==> src/rtl/rz_sel_arb_if.sv <==
// -----------------------------------------------------------------------------
// rz_sel_arb_if
// Purpose : bundles the N-channel request side and the single registered
//           output side of the rz_sel_arb selector/arbiter.
// Parameters:
//   W  - width of each channel's data field
//   N  - number of input channels
//   SW - derived width of the source index, max(1, ceil(log2(N)))
// Signals:
//   in_valid  [N]   per-channel request
//   in_data   [N*W] channel i field in bits [i*W +: W]
//   in_ready  [N]   one-hot or zero acceptance strobe
//   out_valid       output register holds an entry
//   out_data  [W]   selected field
//   out_src   [SW]  index of the channel that supplied out_data
//   out_ready       downstream consumes the entry
// Modports:
//   master - the environment (drives requests, consumes output)
//   slave  - the arbiter
// -----------------------------------------------------------------------------
interface rz_sel_arb_if #(
    parameter int W = 3,
    parameter int N = 4
);
    localparam int SW = ($clog2(N) < 1) ? 1 : $clog2(N);

    logic [N-1:0]   in_valid;
    logic [N*W-1:0] in_data;
    logic [N-1:0]   in_ready;
    logic           out_valid;
    logic [W-1:0]   out_data;
    logic [SW-1:0]  out_src;
    logic           out_ready;

    modport master (
        output in_valid, in_data, out_ready,
        input  in_ready, out_valid, out_data, out_src
    );

    modport slave (
        input  in_valid, in_data, out_ready,
        output in_ready, out_valid, out_data, out_src
    );
endinterface

==> src/rtl/rz_sel_arb.sv <==
// -----------------------------------------------------------------------------
// rz_sel_arb
// Purpose : N-input selector feeding a single-entry registered output stage.
//           Each cycle one valid channel is granted and its field is captured
//           into the output register whenever that register can be loaded
//           (empty, or being consumed in the same cycle).
// Configuration:
//   RZ_SEL_ARB_RR_EN defined   -> round-robin arbitration from a priority
//                                 pointer that advances past each winner.
//   RZ_SEL_ARB_RR_EN undefined -> fixed priority, lowest index wins; no
//                                 pointer is built.
// Ports:
//   clk   - single clock, rising edge
//   rst_n - synchronous active-low reset
//   bus   - rz_sel_arb_if.slave (requests in, registered entry out)
// -----------------------------------------------------------------------------
module rz_sel_arb #(
    parameter int W = 3,
    parameter int N = 4
) (
    input  logic          clk,
    input  logic          rst_n,
    rz_sel_arb_if.slave   bus
);
    localparam int SW = ($clog2(N) < 1) ? 1 : $clog2(N);

    logic [N-1:0]  w_grant;
    logic [SW-1:0] w_gidx;
    logic [W-1:0]  w_gdata;
    logic          w_found;
    logic          w_load;

    logic          r_out_valid;
    logic [W-1:0]  r_out_data;
    logic [SW-1:0] r_out_src;

`ifdef RZ_SEL_ARB_RR_EN
    logic [SW-1:0] r_ptr;
`endif

    // The output register can take a new entry when empty or being drained.
    assign w_load = ~r_out_valid | bus.out_ready;

    // Grant search: first valid channel starting at the priority origin.
    always_comb begin
        w_grant = {N{1'b0}};
        w_gidx  = {SW{1'b0}};
        w_gdata = {W{1'b0}};
        w_found = 1'b0;
        for (int k = 0; k < N; k++) begin
            int idx;
`ifdef RZ_SEL_ARB_RR_EN
            // Scan ptr, ptr+1, ... wrapping modulo N; ptr is always < N.
            idx = int'(r_ptr) + k;
            if (idx >= N) begin
                idx = idx - N;
            end else begin
                idx = idx;
            end
`else
            idx = k;
`endif
            if (!w_found && bus.in_valid[idx]) begin
                w_found      = 1'b1;
                w_grant[idx] = 1'b1;
                w_gidx       = SW'(idx);
                w_gdata      = bus.in_data[idx*W +: W];
            end else begin
                w_found = w_found;
            end
        end
    end

    // Acknowledge only when the entry is really captured; nothing during reset.
    assign bus.in_ready = w_grant & {N{w_load & rst_n}};

    // Output entry register: load, drain-to-empty, or hold.
    always_ff @(posedge clk) begin
        if (!rst_n) begin
            r_out_valid <= 1'b0;
            r_out_data  <= {W{1'b0}};
            r_out_src   <= {SW{1'b0}};
        end else if (w_load) begin
            if (w_found) begin
                r_out_valid <= 1'b1;
                r_out_data  <= w_gdata;
                r_out_src   <= w_gidx;
            end else begin
                // Nothing to capture: mark empty but keep the stale payload.
                r_out_valid <= 1'b0;
            end
        end else begin
            r_out_valid <= r_out_valid;
        end
    end

`ifdef RZ_SEL_ARB_RR_EN
    // Priority pointer moves just past the winner of an accepted transfer.
    always_ff @(posedge clk) begin
        if (!rst_n) begin
            r_ptr <= {SW{1'b0}};
        end else if (w_load && w_found) begin
            if (w_gidx == SW'(N - 1)) begin
                r_ptr <= {SW{1'b0}};
            end else begin
                r_ptr <= w_gidx + {{(SW-1){1'b0}}, 1'b1};
            end
        end else begin
            r_ptr <= r_ptr;
        end
    end
`endif

    assign bus.out_valid = r_out_valid;
    assign bus.out_data  = r_out_data;
    assign bus.out_src   = r_out_src;

endmodule

==> src/flat_wrapper.sv <==
// flat-port wrapper written by rule: the top's interface ports become plain ports
module rz_sel_arb_flat 
#(
    parameter int W = 3,
    parameter int N = 4
)
  (clk, rst_n, bus_in_valid, bus_in_data, bus_out_ready, bus_in_ready, bus_out_valid, bus_out_data, bus_out_src);
  rz_sel_arb_if #(.W(W), .N(N)) bus_i ();
  input  logic clk;
  input  logic rst_n;
  input wire logic [$bits(bus_i.in_valid)-1:0] bus_in_valid;
  input wire logic [$bits(bus_i.in_data)-1:0] bus_in_data;
  input wire logic [$bits(bus_i.out_ready)-1:0] bus_out_ready;
  output wire logic [$bits(bus_i.in_ready)-1:0] bus_in_ready;
  output wire logic [$bits(bus_i.out_valid)-1:0] bus_out_valid;
  output wire logic [$bits(bus_i.out_data)-1:0] bus_out_data;
  output wire logic [$bits(bus_i.out_src)-1:0] bus_out_src;
  assign bus_i.in_valid = bus_in_valid;
  assign bus_i.in_data = bus_in_data;
  assign bus_i.out_ready = bus_out_ready;
  assign bus_in_ready = bus_i.in_ready;
  assign bus_out_valid = bus_i.out_valid;
  assign bus_out_data = bus_i.out_data;
  assign bus_out_src = bus_i.out_src;
  rz_sel_arb #(.W(W), .N(N)) u_core (.clk(clk), .rst_n(rst_n), .bus(bus_i));
endmodule
==> config.mk <==
export PLATFORM = sky130hd
export DESIGN_NAME = rz_sel_arb_flat
export DESIGN_NICKNAME = d
export VERILOG_FILES = /design/src/rtl/rz_sel_arb_if.sv /design/src/rtl/rz_sel_arb.sv /design/src/flat_wrapper.sv
export SDC_FILE = /design/constraint.sdc
export NUM_CORES = 1
export LEC_CHECK = 0
export ABC_AREA = 1
export CORE_AREA = 2 2 39 41
export CTS_CLUSTER_SIZE = 10
export DETAILED_ROUTE_END_ITERATION = 12
export DIE_AREA = 0 0 41 43
export PLACE_DENSITY = 0.71
export SKIP_CTS_REPAIR_TIMING = 1
export SLEW_MARGIN = 20
export SYNTH_ARGS = -nofsm -noshare
export SYNTH_HDL_FRONTEND = slang
export SYNTH_SLANG_ARGS = --single-unit
==> constraint.sdc <==
create_clock -name clk -period 1.5 [get_ports clk]
set_clock_uncertainty 0.1 [all_clocks]
set_input_delay 0.3 -clock clk [delete_from_list [all_inputs] [get_ports clk]]
set_output_delay 0.3 -clock clk [all_outputs]
set_load 0.02 [all_outputs]
=== Yosys cells after proc, flatten, opt, wreduce, memory -nomap -nowiden ===
Index checks and enable logic that the tools add are counted.
Widths: inputs -> output; s select.

* Multiplexer cells: 15
* Bitwise gates (word level): 4
* Reductions and logical operators: 7

{| class="wikitable"
|+ Operators with widths
! kind !! number
|-
| $mux 3 || 4
|-
| $mux 1 || 9
|-
| $and 4x4->4 || 1
|-
| $mux 2 || 2
|-
| $logic_and 1x1->1 || 3
|-
| $logic_not 1->1 || 3
|-
| $reduce_and 2->1 || 1
|-
| $and 1x1->1 || 1
|-
| $not 1->1 || 1
|-
| $or 1x1->1 || 1
|}

* Bits in registers: 6
* Input port bits: 19
* Output and inout port bits: 10
* Logic and storage cells: 29

=== Logic depth before layout (Yosys ltp) ===
* Word-level depth: 11
* Gate-level depth with buffers: 7

=== Worst setup path before layout ===
Ideal clock, no wire load.

* Path type: reg-to-output
* Start: reg u_core.r_out_valid, in the netlist u_core.bus.out_valid
* End: out bus_in_ready[2]
* Data arrival time: 1094 ps
* Data required time: 1100 ps
* Setup slack: 6 ps
* Cell stages (with the launch flop): 4
* Path buffers: 0
* Path through: dfxtp_1 > nand2_1 > nand2_1 > nor3_1

* Word-level cells in the longest chain between the ends: 4

{| class="wikitable"
|+ RTL lines
! item !! line !! text
|-
| from (decl) || rz_sel_arb.sv:33 || <nowiki>logic r_out_valid;</nowiki>
|-
| from (signal assigned) || rz_sel_arb.sv:93 || <nowiki>r_out_valid <= r_out_valid;</nowiki>
|-
| $not 1->1 || rz_sel_arb.sv:42 || <nowiki>assign w_load = ~r_out_valid | bus.out_ready;</nowiki>
|-
| $or 1x1->1 || rz_sel_arb.sv:42 ||
|-
| $and 1x1->1 || rz_sel_arb.sv:75 || <nowiki>assign bus.in_ready = w_grant & {N{w_load & rst_n}};</nowiki>
|-
| $and 4x4->4 || rz_sel_arb.sv:75 ||
|-
| to (decl) || flat_wrapper.sv:14 || <nowiki>output wire logic [$bits(bus_i.in_ready)-1:0] bus_in_ready;</nowiki>
|}

No other way between the ends.

=== Worst setup path in the final report ===
Same ends and word-level chain as after synthesis.

==> Implementation_results.wiki <==
{| class="wikitable"
! Metric !! Value
|-
| Post-DRT Antenna Nets || 0
|-
| Most frequent standard cell in the layout excluding fill and tap cells || sky130_fd_sc_hd__buf_4
|-
| Worst reg-to-reg setup slack || 0.41 ns
|-
| Count of yosys warnings during synthesis || 0
|-
| # H-tree levels || 1
|-
| Hold EP || u_core.bus.out_src[0]$_SDFFE_PN0P_
|-
| Gp weighted congestion || 0.766
|-
| Power after layout || 0.524 mW
|-
| Cell area after layout || 835 sq um
|-
| Most frequent cells in the layout || sky130_fd_sc_hd__buf_4 (15), sky130_fd_sc_hd__nand2_1 (12), sky130_fd_sc_hd__clkdlybuf4s50_1 (12), sky130_fd_sc_hd__dlymetal6s2s_1 (12), sky130_fd_sc_hd__nor2_1 (11)
|-
| Max-Slew Margin vs Limit || 84.6%
|-
| Standard cell with the maximum stage delay on the critical path || sky130_fd_sc_hd__dfxtp_1
|-
| Hold path cells || 2
|-
| Data required, critical path || 1.10 ns
|-
| Max Cap Violations || 0
|-
| Pre-antenna DRT Iters || 4
|-
| DRT Wirelength || 1.27 mm
|-
| Cell breakdown of the critical path || nand2_2, nand2_4, nor3_2, buf_4
|-
| Final standard cell utilization of the core || 60.3%
|-
| Sum of negative setup slack || 0 ns
|-
| Share of post-route cells with drive strength above 1 || 29.8%
|-
| Kind of cell with the highest combined delay on the critical path || simple AND/OR/NAND/NOR gates
|-
| Final-report hold violation count || 0
|-
| Shortest period the worst path allows || 1.48 ns
|-
| Final setup viols || 0
|-
| CP Launch Type || flop
|-
| Areal power density over the cells || 628 mW/mm^2
|-
| Height of the die || 43 microns
|-
| Synthesized netlist net count || 81
|-
| Diodes inserted || 0
|-
| Highest fanout seen on the critical path || 4
|-
| Reg-to-Reg End || u_core.bus.out_data[1]$_SDFFE_PN0P_
|-
| Achievable clock frequency || 678 MHz
|-
| Die Area || 0.00176 sq mm
|-
| Worst slack on hold paths || 0.365 ns
|-
| Grt ovf || 0
|-
| PortBufs || 28
|-
| Area growth from synthesis to layout || 113%
|-
| Origin of the worst min-delay path || u_core.bus.out_src[0]$_SDFFE_PN0P_
|-
| TritonCTS clock tree || built
|-
| Status || finished clean
|-
| WL/cell || 10.6 microns
|-
| Netlist area before placement || 392 sq um
|-
| Stage delay of the slowest cell on the critical path || 0.31 ns
|-
| Worst min-delay path class || reg -> reg
|-
| Number of global-route vias before repair || 523
|-
| Vias || 551
|-
| Final worst-path setup slack || 0.0248 ns
|-
| Clock root cell || sky130_fd_sc_hd__clkbuf_4
|-
| Std-Cell Rows || 14
|-
| Kind of end point of the critical path || output port
|-
| Number of antenna violations at the first check in global routing || 0
|-
| Post-Synthesis Mean Instance Area || 6.32 sq um
|-
| Pins over their slew limit || 0
|-
| Post-CTS clock slew at the launch and capture registers of the worst setup and hold paths || 0.04 ns
|-
| Later-pin clock latency in the skew report || 0.25 ns
|-
| Least-Margin Pin Slew || 0.230 ns
|-
| Launch instance of the worst register-to-register path || u_core.bus.out_valid$_SDFFE_PN0P_
|-
| Buffers plus inverters on the worst setup path || 1
|-
| Detail-routed via count per cell || 4.59
|-
| Critical path type || reg -> out
|-
| Detailed Place HPWL || 1.04 mm
|-
| Die span in x || 41 microns
|-
| Number of DRC violations after detailed-routing iteration 0 || 9
|-
| Final instance count without filler cells || 120
|-
| Pin count of the biggest net entering global routing || 7
|-
| Fraction of the yosys area taken by sequential cells || 30.7%
|-
| CTS Sinks || 6
|-
| Depth of the worst register-to-register path || 6
|-
| Number of buffers on the longest clock path || 2
|-
| Distinct cell type count of the synthesized netlist || 15
|-
| Boundary pin count || 29
|-
| Remaining routing DRC violations || 0
|-
| TritonCTS Buffers || 3
|-
| Worst slack after detailed placement || -0.714 ns
|-
| Total of flip-flops plus latches after synthesis || 6
|-
| Final-stage net count || 125
|-
| Area after detailed placement || 767 sq um
|-
| Final period utilization || 98.3%
|-
| DP Cell Count || 116
|-
| Initial core utilization || 28.3%
|-
| Number of instances in the synthesized netlist || 62
|-
| Core Box Area || 0.00138 sq mm
|-
| Peak ir drop on the vdd network || 0.000574 V
|-
| First-pass GRT wire length || 1.98 mm
|-
| Arrival time of data at the critical path endpoint || 1.08 ns
|-
| Total routing usage reported by global routing || 17.0%
|-
| Leakage || 0.520 nW
|}
-- flip-flops by register name, indices dropped and copies added (netlist names) --
name,count
u_core.bus.out_data,3
u_core.bus.out_src,2
u_core.bus.out_valid,1
-- power breakdown --
group / total [mW] / internal [mW] / switching [mW]
Combinational: 0.196 / 0.105 / 0.0910
Sequential: 0.179 / 0.173 / 0.00580
Clock: 0.149 / 0.0905 / 0.0584
-- synthesized netlist by cell type --
| master | n | area (sq um) |
|---|---|---|
| sky130_fd_sc_hd__o21ai_0 | 1 | 5.00 |
| sky130_fd_sc_hd__inv_4 | 1 | 6.26 |
| sky130_fd_sc_hd__nand3_2 | 2 | 20.0 |
| sky130_fd_sc_hd__nand2_1 | 14 | 52.6 |
| sky130_fd_sc_hd__nand2_4 | 1 | 11.3 |
| sky130_fd_sc_hd__o21ai_2 | 2 | 17.5 |
| sky130_fd_sc_hd__nor2_1 | 12 | 45.0 |
| sky130_fd_sc_hd__nor2_4 | 1 | 11.3 |
| sky130_fd_sc_hd__a21oi_2 | 1 | 8.76 |
| sky130_fd_sc_hd__nor3_1 | 1 | 5.00 |
| sky130_fd_sc_hd__a21oi_1 | 2 | 10.0 |
| sky130_fd_sc_hd__o21ai_1 | 2 | 10.0 |
| sky130_fd_sc_hd__inv_1 | 9 | 33.8 |
| sky130_fd_sc_hd__dfxtp_1 | 6 | 120 |
| sky130_fd_sc_hd__nand3_1 | 7 | 35.0 |
-- how the worst max path moves through the flow --
stage | start | end | slack (ns) | cells past startpoint
CTS | bus_in_valid[0] | bus_in_ready[2] | -0.72 | 5
global placement | bus_in_valid[0] | bus_in_ready[2] | -0.68 | 5
floorplan | u_core.bus.out_valid$_SDFFE_PN0P_ | bus_in_ready[2] | 0.006 | 3
detailed placement | bus_in_valid[0] | bus_in_ready[2] | -0.71 | 5
global route | u_core.bus.out_valid$_SDFFE_PN0P_ | bus_in_ready[2] | -0.05 | 4
finish | u_core.bus.out_valid$_SDFFE_PN0P_ | bus_in_ready[2] | 0.02 | 4
-- worst reg2reg max path, stage by stage (launching register included) --
cell and delay, ns:
sky130_fd_sc_hd__dfxtp_1 0.33, sky130_fd_sc_hd__nand2_2 0.07, sky130_fd_sc_hd__buf_4 0.15, sky130_fd_sc_hd__nand2_4 0.10, sky130_fd_sc_hd__inv_4 0.06, sky130_fd_sc_hd__o21ai_1 0.11, sky130_fd_sc_hd__nor2_1 0.06
-- kinds of logic (layout without fill, tap and decap cells) --
logic type | after synthesis | after routing | synth area share, %
compound gates | 8 | 8 | 13.1
buf+inv | 10 | 52 | 10.2
flops | 6 | 6 | 30.7
simple gates | 38 | 38 | 46.0
-- routing by layer --
metal	GRT usage, %	vias to the layer above	part of all wire [%]
met3	9.95	4	6.9
met5	0	-	0
met1	16.0	245	35
li1	-	281	-
met4	7.33	0	2.4
met2	27.8	21	56
-- final cells by class --
class	count	area (sq um)
Fill cell	135	549
Timing Repair Buffer	39	383
Multi-Input combinational cell	46	249
Sequential cell	6	120
Inverter	10	40.0
Clock buffer	3	22.5
Tap cell	16	20.0
No activity file was read; power rests on OpenSTA's default activity.
